==> config.mk <==
export PLATFORM = sky130hd
export DESIGN_NAME = data_mem_access_unit_flat
export DESIGN_NICKNAME = d
export VERILOG_FILES = /design/src/rtl/data_mem_access_unit_if.sv /design/src/rtl/data_mem_access_unit.sv /design/src/flat_wrapper.sv
export SDC_FILE = /design/constraint.sdc
export NUM_CORES = 1
export LEC_CHECK = 0
export CAP_MARGIN = 10
export CORE_MARGIN = 5
export CORE_UTILIZATION = 42
export DETAILED_ROUTE_END_ITERATION = 8
export PLACE_DENSITY_LB_ADDON = 0.15
export SYNTH_ARGS = -nofsm -noshare
export SYNTH_HDL_FRONTEND = slang
export SYNTH_SLANG_ARGS = --single-unit
export TNS_END_PERCENT = 20
==> constraint.sdc <==
create_clock -name i_clk -period 1.5 [get_ports i_clk]
set_input_delay 0.3 -clock i_clk [delete_from_list [all_inputs] [get_ports i_clk]]
set_output_delay 0.3 -clock i_clk [all_outputs]
set_load 0.02 [all_outputs]
==> src/rtl/data_mem_access_unit_if.sv <==
// Request/response and data-RAM bus bundle for data_mem_access_unit.
// Latency: none, plain wires.
// Backpressure: o_busy from the unit stalls the requester; the RAM side has no backpressure.
interface data_mem_access_unit_if #(
  parameter int ADDR_WIDTH = 8
);
  // pipeline request side
  logic                  i_req;
  logic                  i_we;
  logic [1:0]            i_size;
  logic [31:0]           i_addr;
  logic [31:0]           i_wdata;
  // pipeline response side
  logic                  o_busy;
  logic                  o_done;
  logic                  o_misaligned;
  logic [1:0]            o_byte_offset;
  logic [31:0]           o_selected_data;
  // data RAM side
  logic                  o_mem_en;
  logic                  o_mem_we;
  logic [3:0]            o_mem_be;
  logic [ADDR_WIDTH-1:0] o_mem_addr;
  logic [31:0]           o_mem_wdata;
  logic [31:0]           i_mem_rdata;

  // the access unit itself
  modport slave (
    input  i_req, i_we, i_size, i_addr, i_wdata, i_mem_rdata,
    output o_busy, o_done, o_misaligned, o_byte_offset, o_selected_data,
           o_mem_en, o_mem_we, o_mem_be, o_mem_addr, o_mem_wdata
  );

  // the pipeline plus RAM surrounding the unit
  modport master (
    output i_req, i_we, i_size, i_addr, i_wdata, i_mem_rdata,
    input  o_busy, o_done, o_misaligned, o_byte_offset, o_selected_data,
           o_mem_en, o_mem_we, o_mem_be, o_mem_addr, o_mem_wdata
  );
endinterface

==> src/rtl/data_mem_access_unit.sv <==
// Multi-cycle byte/half/word load/store controller between the MEM stage and the data RAM.
// Latency to o_done: misaligned 1 cycle, store 2 cycles, load 1+MEM_LATENCY cycles.
// Backpressure: o_busy is high outside IDLE; i_req is ignored until the unit is back in IDLE.
module data_mem_access_unit #(
  parameter int ADDR_WIDTH  = 8,
  parameter int MEM_LATENCY = 1
) (
  input logic                   i_clk,
  input logic                   i_rst,
  data_mem_access_unit_if.slave bus
);

  typedef enum logic [1:0] {S_IDLE, S_ACCESS, S_WAIT, S_RESP} state_t;

  state_t                state, state_nxt;
  logic [2:0]            cnt, cnt_nxt;

  logic                  req_we;
  logic [1:0]            req_size;
  logic [ADDR_WIDTH+1:0] req_addr;
  logic [31:0]           req_wdata;
  logic                  req_mis;
  logic [1:0]            byte_offset;
  logic [31:0]           selected_data;

  logic                  misaligned_in;
  logic                  accept;
  logic                  capture;

  // address bits above the RAM word range are deliberately dropped
  logic                  unused_addr_bits;
  assign unused_addr_bits = ^bus.i_addr[31:ADDR_WIDTH+2];

  assign bus.o_byte_offset   = byte_offset;
  assign bus.o_selected_data = selected_data;

  // classify the incoming request's alignment against its access size
  always_comb begin
    misaligned_in = 1'b0;
    case (bus.i_size)
      2'b00:   misaligned_in = 1'b0;
      2'b01:   misaligned_in = bus.i_addr[0];
      2'b10:   misaligned_in = |bus.i_addr[1:0];
      default: misaligned_in = 1'b1;
    endcase
  end

  // state and latency counter register; reset drops any in-flight request
  always_ff @(posedge i_clk) begin
    if (i_rst) begin
      state <= S_IDLE;
      cnt   <= 3'd0;
    end else begin
      state <= state_nxt;
      cnt   <= cnt_nxt;
    end
  end

  // request capture at accept and load-data capture at the edge entering RESP
  always_ff @(posedge i_clk) begin
    if (i_rst) begin
      req_we        <= 1'b0;
      req_size      <= 2'b00;
      req_addr      <= '0;
      req_wdata     <= 32'h0;
      req_mis       <= 1'b0;
      byte_offset   <= 2'b00;
      selected_data <= 32'h0;
    end else begin
      if (accept) begin
        req_we      <= bus.i_we;
        req_size    <= bus.i_size;
        req_addr    <= bus.i_addr[ADDR_WIDTH+1:0];
        req_wdata   <= bus.i_wdata;
        req_mis     <= misaligned_in;
        byte_offset <= bus.i_addr[1:0];
      end
      if (capture) begin
        selected_data <= bus.i_mem_rdata;
      end
    end
  end

  // next-state logic plus RAM strobes and response outputs decoded from state
  always_comb begin
    state_nxt        = state;
    cnt_nxt          = cnt;
    accept           = 1'b0;
    capture          = 1'b0;
    bus.o_busy       = (state != S_IDLE);
    bus.o_done       = 1'b0;
    bus.o_misaligned = 1'b0;
    bus.o_mem_en     = 1'b0;
    bus.o_mem_we     = 1'b0;
    bus.o_mem_be     = 4'b0000;
    bus.o_mem_addr   = '0;
    bus.o_mem_wdata  = 32'h0;

    case (state)
      S_IDLE: begin
        if (bus.i_req) begin
          accept    = 1'b1;
          state_nxt = misaligned_in ? S_RESP : S_ACCESS;
        end
      end

      S_ACCESS: begin
        bus.o_mem_en   = 1'b1;
        bus.o_mem_we   = req_we;
        bus.o_mem_addr = req_addr[ADDR_WIDTH+1:2];
        if (req_we) begin
          // lane-replicate store data so the byte enables pick the right lanes
          case (req_size)
            2'b00: begin
              bus.o_mem_be    = 4'b0001 << req_addr[1:0];
              bus.o_mem_wdata = {4{req_wdata[7:0]}};
            end
            2'b01: begin
              bus.o_mem_be    = 4'b0011 << req_addr[1:0];
              bus.o_mem_wdata = {2{req_wdata[15:0]}};
            end
            default: begin
              bus.o_mem_be    = 4'b1111;
              bus.o_mem_wdata = req_wdata;
            end
          endcase
          state_nxt = S_RESP;
        end else begin
          bus.o_mem_be = 4'b1111;
          if (MEM_LATENCY == 1) begin
            state_nxt = S_RESP;
            capture   = 1'b1;
          end else begin
            state_nxt = S_WAIT;
            cnt_nxt   = 3'(MEM_LATENCY - 1);
          end
        end
      end

      S_WAIT: begin
        cnt_nxt = cnt - 3'd1;
        if (cnt == 3'd1) begin
          state_nxt = S_RESP;
          capture   = 1'b1;
        end
      end

      S_RESP: begin
        bus.o_done       = 1'b1;
        bus.o_misaligned = req_mis;
        state_nxt        = S_IDLE;
      end

      default: state_nxt = S_IDLE;
    endcase
  end

endmodule

==> src/flat_wrapper.sv <==
// flat-port wrapper written by rule: the top's interface ports become plain ports
module data_mem_access_unit_flat 
#(
  parameter int ADDR_WIDTH  = 8,
  parameter int MEM_LATENCY = 1
)
  (i_clk, i_rst, bus_i_req, bus_i_we, bus_i_size, bus_i_addr, bus_i_wdata, bus_i_mem_rdata, bus_o_busy, bus_o_done, bus_o_misaligned, bus_o_byte_offset, bus_o_selected_data, bus_o_mem_en, bus_o_mem_we, bus_o_mem_be, bus_o_mem_addr, bus_o_mem_wdata);
  data_mem_access_unit_if #(.ADDR_WIDTH(ADDR_WIDTH)) bus_i ();
  input logic i_clk;
  input logic i_rst;
  input wire logic [$bits(bus_i.i_req)-1:0] bus_i_req;
  input wire logic [$bits(bus_i.i_we)-1:0] bus_i_we;
  input wire logic [$bits(bus_i.i_size)-1:0] bus_i_size;
  input wire logic [$bits(bus_i.i_addr)-1:0] bus_i_addr;
  input wire logic [$bits(bus_i.i_wdata)-1:0] bus_i_wdata;
  input wire logic [$bits(bus_i.i_mem_rdata)-1:0] bus_i_mem_rdata;
  output wire logic [$bits(bus_i.o_busy)-1:0] bus_o_busy;
  output wire logic [$bits(bus_i.o_done)-1:0] bus_o_done;
  output wire logic [$bits(bus_i.o_misaligned)-1:0] bus_o_misaligned;
  output wire logic [$bits(bus_i.o_byte_offset)-1:0] bus_o_byte_offset;
  output wire logic [$bits(bus_i.o_selected_data)-1:0] bus_o_selected_data;
  output wire logic [$bits(bus_i.o_mem_en)-1:0] bus_o_mem_en;
  output wire logic [$bits(bus_i.o_mem_we)-1:0] bus_o_mem_we;
  output wire logic [$bits(bus_i.o_mem_be)-1:0] bus_o_mem_be;
  output wire logic [$bits(bus_i.o_mem_addr)-1:0] bus_o_mem_addr;
  output wire logic [$bits(bus_i.o_mem_wdata)-1:0] bus_o_mem_wdata;
  assign bus_i.i_req = bus_i_req;
  assign bus_i.i_we = bus_i_we;
  assign bus_i.i_size = bus_i_size;
  assign bus_i.i_addr = bus_i_addr;
  assign bus_i.i_wdata = bus_i_wdata;
  assign bus_i.i_mem_rdata = bus_i_mem_rdata;
  assign bus_o_busy = bus_i.o_busy;
  assign bus_o_done = bus_i.o_done;
  assign bus_o_misaligned = bus_i.o_misaligned;
  assign bus_o_byte_offset = bus_i.o_byte_offset;
  assign bus_o_selected_data = bus_i.o_selected_data;
  assign bus_o_mem_en = bus_i.o_mem_en;
  assign bus_o_mem_we = bus_i.o_mem_we;
  assign bus_o_mem_be = bus_i.o_mem_be;
  assign bus_o_mem_addr = bus_i.o_mem_addr;
  assign bus_o_mem_wdata = bus_i.o_mem_wdata;
  data_mem_access_unit #(.ADDR_WIDTH(ADDR_WIDTH), .MEM_LATENCY(MEM_LATENCY)) u_core (.i_clk(i_clk), .i_rst(i_rst), .bus(bus_i));
endmodule
### Word level (Yosys, flattened, before mapping)

Index checks and enable logic that the tools add are counted.

| word-level totals | value |
|---|---|
| latch bits | 0 |
| memories kept | 0 |
| bits in read-only memories | 0 |
| RAM bits | 0 |
| register bits | 85 |
| output and inout bits | 83 |

| operators by class | value |
|---|---|
| mux-type cells | 21 |
| shifts and indexed selects | 2 |
| add/subtract/negate cells | 1 |
| magnitude comparators | 0 |
| $mul | 0 |
| bitwise operators | 0 |
| reductions and logical operators | 6 |
| div/mod/pow operators | 0 |
| eq/ne operators | 9 |

Operators by type and width:

| operator | count |
|---|---|
| 32-bit 2-to-1 mux | 2 |
| 32-bit case mux with 2 select lines | 1 |
| 1-bit 2-to-1 mux | 8 |
| 4-bit 2-to-1 mux | 2 |
| 8-bit 2-to-1 mux | 1 |
| 2-bit case mux with 4 select lines | 1 |
| 4-bit case mux with 2 select lines | 1 |
| 2-bit by 1-bit == test with 1-bit output (second input constant) | 3 |
| 2-bit == test (second input constant) | 3 |
| 2-bit logical NOT | 3 |
| 2-bit 2-to-1 mux | 3 |
| 1-bit by 2-bit << shifter with 4-bit output (first input constant) | 1 |
| 2-bit by 2-bit << shifter with 4-bit output (first input constant) | 1 |
| 3-bit by 1-bit == test with 1-bit output (second input constant) | 1 |
| 1-bit case mux with 3 select lines | 1 |
| 3-bit by 1-bit subtractor with 3-bit output (second input constant) | 1 |
| 2-bit by 1-bit inequality test with 1-bit output (second input constant) | 1 |
| 2-bit inequality test (second input constant) | 1 |
| 1-bit case mux with 2 select lines | 1 |
| 2-bit AND reduction | 1 |
| 2-bit nonzero test | 1 |
| 2-bit OR reduction | 1 |

### Longest topological paths before layout

| logic depth | value |
|---|---|
| depth in word-level cells | 5 |
| gate-level depth with buffers | 7 |

### Worst setup path after synthesis

OpenSTA, ideal clock, no wires.

| timing | value |
|---|---|
| path type | reg2out |
| from | register u_core.state[1] |
| to | output bus_o_mem_be[2] |
| path slack | -293 ps |
| data required time | 1,200 ps |
| buffers on the path | 1 |
| cell stages (with the launch flop) | 5 |
| arrival time | 1,493 ps |
| cells stage by stage | dfxtp_1 -> inv_1 -> ha_1 -> clkbuf_1 -> a21boi_0 |

| between the ends | value |
|---|---|
| word-level cells in the longest chain between the ends | 2 |

Ends and longest elaborated chain:

| what | RTL line | source |
|---|---|---|
| start: declaration | data_mem_access_unit.sv:15 | `state_t state, state_nxt;` |
| start signal: assignment | data_mem_access_unit.sv:54 | `state <= state_nxt;` |
| 2-bit by 1-bit == test with 1-bit output | data_mem_access_unit.sv:99 | `case (state)` |
| 4-bit 2-to-1 mux | data_mem_access_unit.sv:99 |  |
| end: declaration | flat_wrapper.sv:24 | `output wire logic [$bits(bus_i.o_mem_be)-1:0] bus_o_mem_be;` |

Every way passes these cells.

### Worst setup path after layout

| timing | value |
|---|---|
| from | register u_core.req_size[0] |
| to | output bus_o_mem_wdata[26] |

| between the ends | value |
|---|---|
| word-level cells in the longest chain between the ends | 4 |

Ends and longest elaborated chain:

| what | RTL line | source |
|---|---|---|
| start: declaration | data_mem_access_unit.sv:19 | `logic [1:0] req_size;` |
| start signal: assignment | data_mem_access_unit.sv:72 | `req_size <= bus.i_size;` |
| 2-bit by 1-bit == test with 1-bit output or 2-bit logical NOT (tied branches) | data_mem_access_unit.sv:113 | `case (req_size)` |
| 32-bit case mux with 2 select lines (*) | data_mem_access_unit.sv:113 |  |
| 32-bit 2-to-1 mux (*) | data_mem_access_unit.sv:111 | `if (req_we) begin` |
| 32-bit 2-to-1 mux (*) | data_mem_access_unit.sv:99 |  |
| end: declaration | flat_wrapper.sv:26 | `output wire logic [$bits(bus_i.o_mem_wdata)-1:0] bus_o_mem_wdata;` |

Mark *: on every way between the ends. The rest lies on a longest branch, timed or not.

==> impl_metrics.tcl <==
set metrics [dict create \
    cp_max_fo 5 \
    p_seq_frac 0.322 \
    dp_hpwl_um 9010 \
    die_area_um2 11600 \
    grt_remaining_overflow 0 \
    first_global_vias 4115 \
    crit_path_end_kind "output pin" \
    grt_start_max_net_pins 68 \
    rsz0062_at_grt "true" \
    cts_buffers 9 \
    period_share 1.29 \
    p_per_area_nw_per_um2 1320 \
    swShare 0.354 \
    synth_fp_nets 590 \
    worstSetupPathType "reg -> out" \
    p_int_uw 5960 \
    yosysWarnings 0 \
    power.share.clock 0.222 \
    grt_pass1_wl_um 20000 \
    finalCriticalPeriod_ns 1.93 \
    avgRoutedWirePerCell_um 17.2 \
    setup_viol 86 \
    leakagePower_uw 0.00283 \
    ys_types 27 \
    synth-main-ff-cell "dfxtp_1" \
    placementRows 35 \
    final_antenna_net_count 0 \
    io_buffers 162 \
    synth.avg_cell_area_um2 8.34 \
    drv_cap 0 \
    drive_above_1_share 0.322 \
    synth-async-reset-ratio 0 \
    htreeDepth 3 \
    pwr-share-comb 0.457 \
    clk_pin_slew_ns 0.09 \
    violations "negative setup slack" \
    dr_total_vias 4127 \
    synth-seq-cells 83 \
    drt_first_pass_iters 4 \
    min_path_type "in -> reg" \
    synth_edf_count 0 \
    gp_congestion 0.818 \
    core_um2 9280 \
    drv_slew 0 \
    dpl_worst_slack_ns -0.438 \
    worstMarginPinSlew_ns 0.315 \
    area_delta_synth_final_pct 74.3 \
    peakVddDrop_v 0.000717 \
    cts-root-buf "clkbuf_8" \
    critPathRequiredTime_ns 1.20 \
    cts.sinks 83 \
    tritoncts "built" \
    total_power_uw 9230 \
    grtUsageTotal 0.217 \
    hold_viol_final 0 \
    finClkSkew_ns 0.0154 \
    start_util 0.433 \
    antennaDiodeCount 0 \
    synth.cell_area_um2 4020 \
    yosysSeqAreaShare 0.413 \
    die_w_um 108 \
    drtIter0Drc 182 \
    die_h_um 108 \
    slew_headroom 0.790 \
    routed_wl_um 14000 \
    p_switching_uw 3270 \
    status "finished, violations left" \
    synth_cells 482 \
    start_kind "flip-flop" \
    fmax_mhz 517 \
    setup_ws_ns -0.435 \
    vias_per_cell 5.08 \
    nets 786 \
    io_pins 185 \
    worstPathArrival_ns 1.63 \
    antenna_found_initial 0 \
    cts_max_path_buffers 2 \
    drc 0 \
    clock_latency_ns 0.36 \
]
[critical path, stage by stage, from the launching register on]
cell	delay, ns
dfxtp_4	0.41
clkbuf_16	0.16
mux2_2	0.33
mux2i_1	0.19
nor2_2	0.07
buf_6	0.13
[per-layer routing]
metal,wire length [um],up-vias,part of all wire,global-route usage
met5,0,-,0,0
met4,422,0,0.030,0.0667
met3,1170,31,0.084,0.0708
met2,7110,178,0.51,0.399
met1,5250,1946,0.38,0.235
li1,-,1972,-,-
[power groups by stage]
| stage | registers [uW] | clock network (uW) | logic [uW] |
|---|---|---|---|
| final | 2970 | 2050 | 4210 |
| after global routing | 3010 | 2180 | 4500 |
| after CTS | 2920 | 2070 | 3870 |
| after detailed placement | 2950 | 0 | 3680 |
| after global placement | 2930 | 0 | 3600 |
| after floorplan | 3130 | 0 | 1860 |
[cell usage after synthesis, types with 2 or more instances]
library cell | number | share of area
a211oi_1 | 3 | 0.0056
a21boi_0 | 2 | 0.0037
a21oi_1 | 54 | 0.067
a221oi_1 | 2 | 0.0044
and2_1 | 12 | 0.019
and3_1 | 8 | 0.012
buf_2 | 13 | 0.016
buf_4 | 3 | 0.0056
buf_6 | 3 | 0.0084
clkbuf_1 | 18 | 0.017
dfxtp_1 | 83 | 0.41
ha_1 | 6 | 0.019
inv_1 | 7 | 0.0065
mux2_2 | 9 | 0.025
mux2i_1 | 48 | 0.12
nand2_1 | 103 | 0.096
nand2b_1 | 66 | 0.10
nor2_1 | 21 | 0.020
nor2b_1 | 2 | 0.0031
o21ai_0 | 11 | 0.014
o221ai_1 | 2 | 0.0044
[worst paths after layout]
kind / depth (start not counted) / slack, ns / to / startpoint
worst max-delay path: 5 / -0.43 / bus_o_mem_wdata[26] / u_core.req_size[0]
worst min-delay path: 3 / 0.40 / u_core.bus.o_byte_offset[0] / i_rst
worst max register to register: 8 / -0.13 / u_core.state[1] / u_core.state[1]
worst min register to register: 2 / 0.46 / u_core.req_addr[6] / u_core.req_addr[6]
[metrics by stage]
stage | cell area [um2] | hold WS [ns] | setup TNS [ns] | cells | util
after floorplan | 4100 | 0.432 | -0.148 | 482 | -
after global placement | 6140 | 0.437 | -19.62 | 781 | 0.661
after detailed placement | 6140 | 0.445 | -23.27 | 781 | 0.661
after CTS | 6570 | 0.388 | -13.95 | 809 | 0.708
after global routing | 7010 | 0.402 | -19.97 | 812 | 0.755
final | 7010 | 0.395 | -14.25 | 812 | 0.755
[layout by cell type (no fill, tap or decap), types with 3 or more instances in the layout]
master / synthesis / routed
clkbuf_8: 0 / 11
o21ai_1: 0 / 6
a21oi_2: 0 / 21
buf_8: 0 / 3
dlygate4sd2_1: 0 / 32
nor2_2: 0 / 10
and2_1: 12 / 11
dfxtp_1: 83 / 78
buf_12: 0 / 11
a21oi_4: 0 / 3
mux2i_1: 48 / 36
buf_6: 3 / 49
ha_4: 0 / 3
buf_4: 3 / 41
and3_1: 8 / 7
inv_1: 7 / 4
nand2_1: 103 / 92
inv_2: 0 / 3
nand2_2: 0 / 7
mux2_4: 0 / 7
nor2_1: 21 / 4
mux2i_4: 0 / 4
o21ai_0: 11 / 4
nand2b_1: 66 / 66
clkdlybuf4s50_1: 0 / 78
nand2_4: 0 / 3
a21oi_1: 54 / 30
nor2_4: 0 / 7
bufinv_16: 0 / 3
a211oi_1: 3 / 3
dfxtp_4: 0 / 3
mux2i_2: 0 / 8
[repair_timing]
item                                    in CTS  in global routing
pin swaps                                    4                 18
endpoints found under the setup margin     162                116
hold buffers                                 0                  0
gates cloned                                 3                  1
setup buffers                                9                  2
gates resized for setup                    329                106
[kinds of logic (layout without fill, tap and decap cells)]
logic type,after synthesis,in the layout,share of synthesized area
XOR/XNOR,2,2,0.00436
AO/OA/AOI/OAI,77,77,0.107
flip-flops,83,83,0.413
multiplexers,57,57,0.145
AND/OR/NAND/NOR,213,213,0.258
buffers and inverters,44,245,0.0535
adder cells (fa/ha/maj),6,6,0.0187
[flip-flops by register name, indices dropped and copies added (netlist names)]
| name | count |
|---|---|
| u_core.bus.o_selected_data | 32 |
| u_core.req_wdata | 32 |
| u_core.req_addr | 9 |
| u_core.cnt | 3 |
| u_core.req_size | 2 |
| u_core.state | 2 |
| u_core.bus.o_byte_offset | 1 |
| u_core.req_mis | 1 |
| u_core.req_we | 1 |
[final cells by class]
cell class                 instances  area [um2]
timing repair buffer             222        2320
sequential                        83        1680
multi-input combinational        355        2560
tap                              129         161
clock buffer                      11         151
fill                             655        2280
inverter                           7        26.3
clock inverter                     5         108
Power figures use the tool's default switching activity.
==> edit 1, RTL diff (same settings) <==
Make the reset (`i_rst`) asynchronous in 2 clocked blocks.
--- a/src/rtl/data_mem_access_unit.sv
+++ b/src/rtl/data_mem_access_unit.sv
@@ -46,7 +46,7 @@
   end
 
   // state and latency counter register; reset drops any in-flight request
-  always_ff @(posedge i_clk) begin
+  always_ff @(posedge i_clk or posedge i_rst) begin
     if (i_rst) begin
       state <= S_IDLE;
       cnt   <= 3'd0;
@@ -57,7 +57,7 @@
   end
 
   // request capture at accept and load-data capture at the edge entering RESP
-  always_ff @(posedge i_clk) begin
+  always_ff @(posedge i_clk or posedge i_rst) begin
     if (i_rst) begin
       req_we        <= 1'b0;
       req_size      <= 2'b00;
Behaviour: differs if i_rst is asserted again (counterexample within 4 cycles, from zero or initial values and one cycle with i_rst high); with i_rst held inactive, the same outputs for 10 cycles.
==> edit 1 against the unedited design <==
Clock skew decreased by 0.0059 ns; via count decreased by 24%; design area decreased by 5.3%; final cell count decreased by 23%; register-to-register slack got worse by 0.23 ns; largest cell class is now buffers; die area decreased by 2.5%; setup slack got worse by 0.033 ns; core utilization decreased by 3.0 points; routed wire length decreased by 19%; area after synthesis decreased by 2.7%; sequential cell count unchanged; the run still ends with negative setup slack left; worst hold slack got worse by 0.0018 ns; global-route usage decreased by 2.4 points.
Power is not compared: it rests on default switching activity, and its combinational part moved more than twofold at a synthesized area within 25%.
==> edit 1: results (changes against the unedited design) <==
status = finished, violations left
violated checks = negative setup slack
Placement Setup Slack = -0.546 ns (-0.108 ns)
WP data arrival = 1.67 ns (+0.04 ns)
worst clock skew = 0.00952 ns (-0.00591 ns)
post-route setup TNS = -27.35 ns (-13.10 ns)
number of global-route vias before repair = 3,446 (-16%)
Worst Slack Setup Final = -0.467 ns (-0.0329 ns)
Crit path max-delay family = multiplexers
PwrDens = 2310 nW/um2
dpl cell area = 5950 um2 (-3.1%)
postcts setup bufs = 2 (-7)
Final nets = 620 (-21%)
CP max-delay cell = dfrtp_2
Clock Latency Late Sink = 0.34 ns (-0.02 ns)
Min Hold Slack = 0.393 ns (-0.00176 ns)
synthesized net count = 413 (-30%)
prevailing post-synth register cell = dfrtp_1
DR vias = 3,141 (-24%)
sequential share of power = 0.272
RR Endpoint = u_core.bus.o_selected_data[29]
wire per inst = 18.0 um (+4.5%)
worst min path class = in2async
top cells by count, synth = mux2_2, dfrtp_1, mux2i_1
Bufs on Longest Clock Path = 2 (unchanged)
Placed Cells = 603 (-23%)
GR Util met2 = 0.317 (-0.0825)
Root Buffer = clkbuf_8
Max H-tree Level = 3 (unchanged)
first-pass GRT wire length = 17,300 um (-13%)
WL final = 11,200 um (-19%)
layout cells sized above 1 = 0.532 (+0.210)
global placement routability congestion = 0.804 (-1.6%)
Worst path max stage delay = 0.44 ns (+0.03 ns)
Area contributors post-synth = dfrtp_1, mux2_2, mux2i_1
Comb. pwr = 0.00959 W
post-cts resize count = 356 (+8.2%)
dpl hpwl = 7710 um (-14%)
Switch Pwr = 0.00599 W
Least-Margin Pin Slew = 0.345 ns (+0.0299 ns)
cell count after synthesis = 305 (-37%)
final setup violating endpoints = 111 (+29%)
Tot GR Track Use = 0.194 (-0.0236)
GRT met1 Usage = 0.233 (-0.00143)
Synth async-reset ratio = 1.00 (+1.00)
largest net degree at the start of global routing = 56 (-18%)
sequential share of the synthesized area = 0.531 (+0.118)
RR Startpoint = u_core.state[1]
reg2reg setup slack = -0.36 ns (-0.23 ns)
number of distinct library cells after synthesis = 31 (+15%)
met3 Usage GRT = 0.0874 (+0.0166)
Reg2Reg Depth = 7 (-1)
initial drt markers = 57 (-69%)
[edit 1: cell count changes after synthesis, sizes merged, moves of 11 or more]
cell and delta:
nand2 -91, dfrtp +83, dfxtp -83, mux2 +77, nand2b -63, a21oi -42
mux2i -30, clkbuf -11
[edit 1: worst max-delay path by stage]
stage / startpoint / end / slack, ns
4_1_cts: u_core.req_size[0] / bus_o_mem_wdata[28] / -0.42
2_1_floorplan: u_core.state[1] / bus_o_mem_wdata[13] / -0.45
5_1_grt: u_core.req_size[0] / bus_o_mem_wdata[29] / -0.52
3_5_place_dp: u_core.state[1] / bus_o_mem_wdata[23] / -0.55
3_3_place_gp: u_core.state[1] / bus_o_mem_wdata[22] / -0.50
6_report: u_core.req_size[0] / bus_o_mem_wdata[29] / -0.47
[edit 1: layout make-up]
cell class	instances	area (um2)
clock buffers	11	141
flip-flops and latches	83	2080
clock inverters	3	40.0
well taps	111	139
repair buffers	216	2140
inverters	8	48.8
fillers	651	2520
multi-input cells	194	2050
[edit 1: cell families (layout without fill, tap and decap cells)]
logic type	count (synthesis)	count (layout)	synth area share
mux	104	104	0.295
flops	83	83	0.531
simple gates	55	55	0.0723
buf+inv	28	238	0.0374
compound gates	27	27	0.0406
fa+ha+maj	6	6	0.0192
xor+xnor	2	2	0.00448
[edit 1: worst register-to-register path, stage by stage (launching register included)]
cell	delay [ns]
dfrtp_1	0.40
buf_4	0.14
buf_6	0.12
ha_4	0.15
and3b_2	0.20
o21ai_4	0.15
buf_12	0.22
mux2_2	0.38
[edit 1: per-layer routing]
metal  up-vias  part of all wire
met2       122              0.48
li1       1468                 -
met3         9             0.099
met5         -                 0
met4         0            0.0088
met1      1542              0.41
==> edit 2, RTL diff (same flow settings) <==
Made on the original files. `MEM_LATENCY` is set to 1 in 2 places; all go to 0. Comments in the files are not updated.
--- a/src/rtl/data_mem_access_unit.sv
+++ b/src/rtl/data_mem_access_unit.sv
@@ -3,7 +3,7 @@
 // Backpressure: o_busy is high outside IDLE; i_req is ignored until the unit is back in IDLE.
 module data_mem_access_unit #(
   parameter int ADDR_WIDTH  = 8,
-  parameter int MEM_LATENCY = 1
+  parameter int MEM_LATENCY = 0
 ) (
   input logic                   i_clk,
   input logic                   i_rst,
--- a/src/flat_wrapper.sv
+++ b/src/flat_wrapper.sv
@@ -2,7 +2,7 @@
 module data_mem_access_unit_flat 
 #(
   parameter int ADDR_WIDTH  = 8,
-  parameter int MEM_LATENCY = 1
+  parameter int MEM_LATENCY = 0
 )
   (i_clk, i_rst, bus_i_req, bus_i_we, bus_i_size, bus_i_addr, bus_i_wdata, bus_i_mem_rdata, bus_o_busy, bus_o_done, bus_o_misaligned, bus_o_byte_offset, bus_o_selected_data, bus_o_mem_en, bus_o_mem_we, bus_o_mem_be, bus_o_mem_addr, bus_o_mem_wdata);
   data_mem_access_unit_if #(.ADDR_WIDTH(ADDR_WIDTH)) bus_i ();
Function: changed (Yosys sat finds a counterexample within 4 cycles, from zero or initial values and one cycle with i_rst high).
==> edit 2 against the unedited design <==
The run still ends with negative setup slack left; power fell by 12%; fmax rose by 5.8%; via count rose by 0.19%; count of clock-buffer cells in the layout rose by 2; setup slack improved by 0.11 ns; critical path type unchanged; routed wire length fell by 6.2%; area after synthesis fell by 4.6%; sequential cell count did not move; design area fell by 4.2%.
==> edit 2: results (changes against the unedited design) <==
Fillers = 648 (-1.1%)
post-cts resize count = 358 (+8.8%)
Pint = 0.00519 W (-13%)
seq_cells = 83 (unchanged)
layout cells sized above 1 = 0.358 (+0.0359)
clock network area share = 0.0270 (-0.00994)
#MultiIn Comb = 359 (+1.1%)
post-synthesis mux area share = 0.0682 (-0.0766)
violated checks = negative setup slack
Final nets = 794 (+1.0%)
Final Instance Count excl. Fillers = 798 (-1.7%)
WL final = 13,100 um (-6.2%)
layout buffering overhead excluding clock cells = 0.329 (-0.00250)
reg2reg setup slack = -0.19 ns (-0.06 ns)
relative slew slack = 0.740 (-0.0498)
synthesized net count = 598 (+1.4%)
Avg Cell Area, Syn = 7.84 um2 (-6.0%)
status = finished, violations left
postcts setup bufs = 3 (-6)
Worst Slack Setup Final = -0.329 ns (+0.106 ns)
Tot GR Track Use = 0.229 (+0.0120)
top cells by count, synth = nand2_1, dfxtp_1, a21oi_1
Sequential Power = 0.00284 W (-4%)
number of distinct library cells after synthesis = 36 (+33%)
Signal buffers = 224 (+0.90%)
invs w/o clock = 8 (+1)
worst clock skew = 0.00857 ns (-0.00686 ns)
maximum VDD drop = 549 uV (-23%)
Hold EP = u_core.bus.o_selected_data[17]
initial antenna violation count = 0 (unchanged)
Area contributors post-synth = dfxtp_1, nand2_1, a21oi_1
Clock Latency Late Sink = 0.34 ns (-0.02 ns)
dpl hpwl = 9060 um (+0.61%)
global placement routability congestion = 0.892 (+9.1%)
final setup violating endpoints = 71 (-17%)
Placed Cells = 772 (-1.2%)
Max Fanout on Critical Path = 7 (+2)
dpl cell area = 6030 um2 (-1.7%)
Comb. pwr = 0.00386 W (-8.3%)
P_leak = 2.63 nW (-6.8%)
fraction of synthesized cell area in xor and xnor cells = 0 (-0.00436)
largest net degree at the start of global routing = 36 (-47%)
sequential share of the synthesized area = 0.433 (+0.0200)
post-route cell area = 6710 um2 (-4.2%)
Post-Synth Adder-Cell Area = 0.0228 (+0.00417)
Synth Area in Compound Gates = 0.179 (+0.0718)
first-pass GRT wire length = 20,800 um (+4.1%)
Min Hold Slack = 0.344 ns (-0.0508 ns)
RR Endpoint = u_core.state[0]
sequential cell area share = 0.249 (+0.00968)
Critical Path Sink = bus_o_mem_wdata[24]
post-route setup TNS = -12.85 ns (+1.39 ns)
## edit 2: cell types whose count changed after synthesis, moves of 4 or more
cell and change:
a21oi_1 +18, a21oi_2 +17, buf_1 +6, buf_4 +7, clkbuf_1 -10, mux2i_1 -32, nand2_1 +63, nand2b_1 -65
nor2_1 -4
## edit 2: worst max-delay path: stages (launching register included)
cell	delay [ns]
dfxtp_4	0.39
buf_12	0.14
mux2_4	0.32
mux2i_4	0.18
nor2_4	0.04
buf_6	0.13
## edit 2: metrics by stage
step                      power (W)  worst slack [ns]
after floorplan             0.00461           -0.0156
after global routing        0.00864            -0.384
final                       0.00816            -0.329
after CTS                   0.00783            -0.337
after detailed placement    0.00597            -0.466
after global placement      0.00587            -0.441
## edit 2: layer usage
metal  part of all wire  GRT usage  vias up
met3              0.092     0.0868       38
met5                  0          0        -
met2               0.50      0.389      168
met4              0.036      0.113        0
met1               0.38      0.252     1923
li1                   -          -     2006
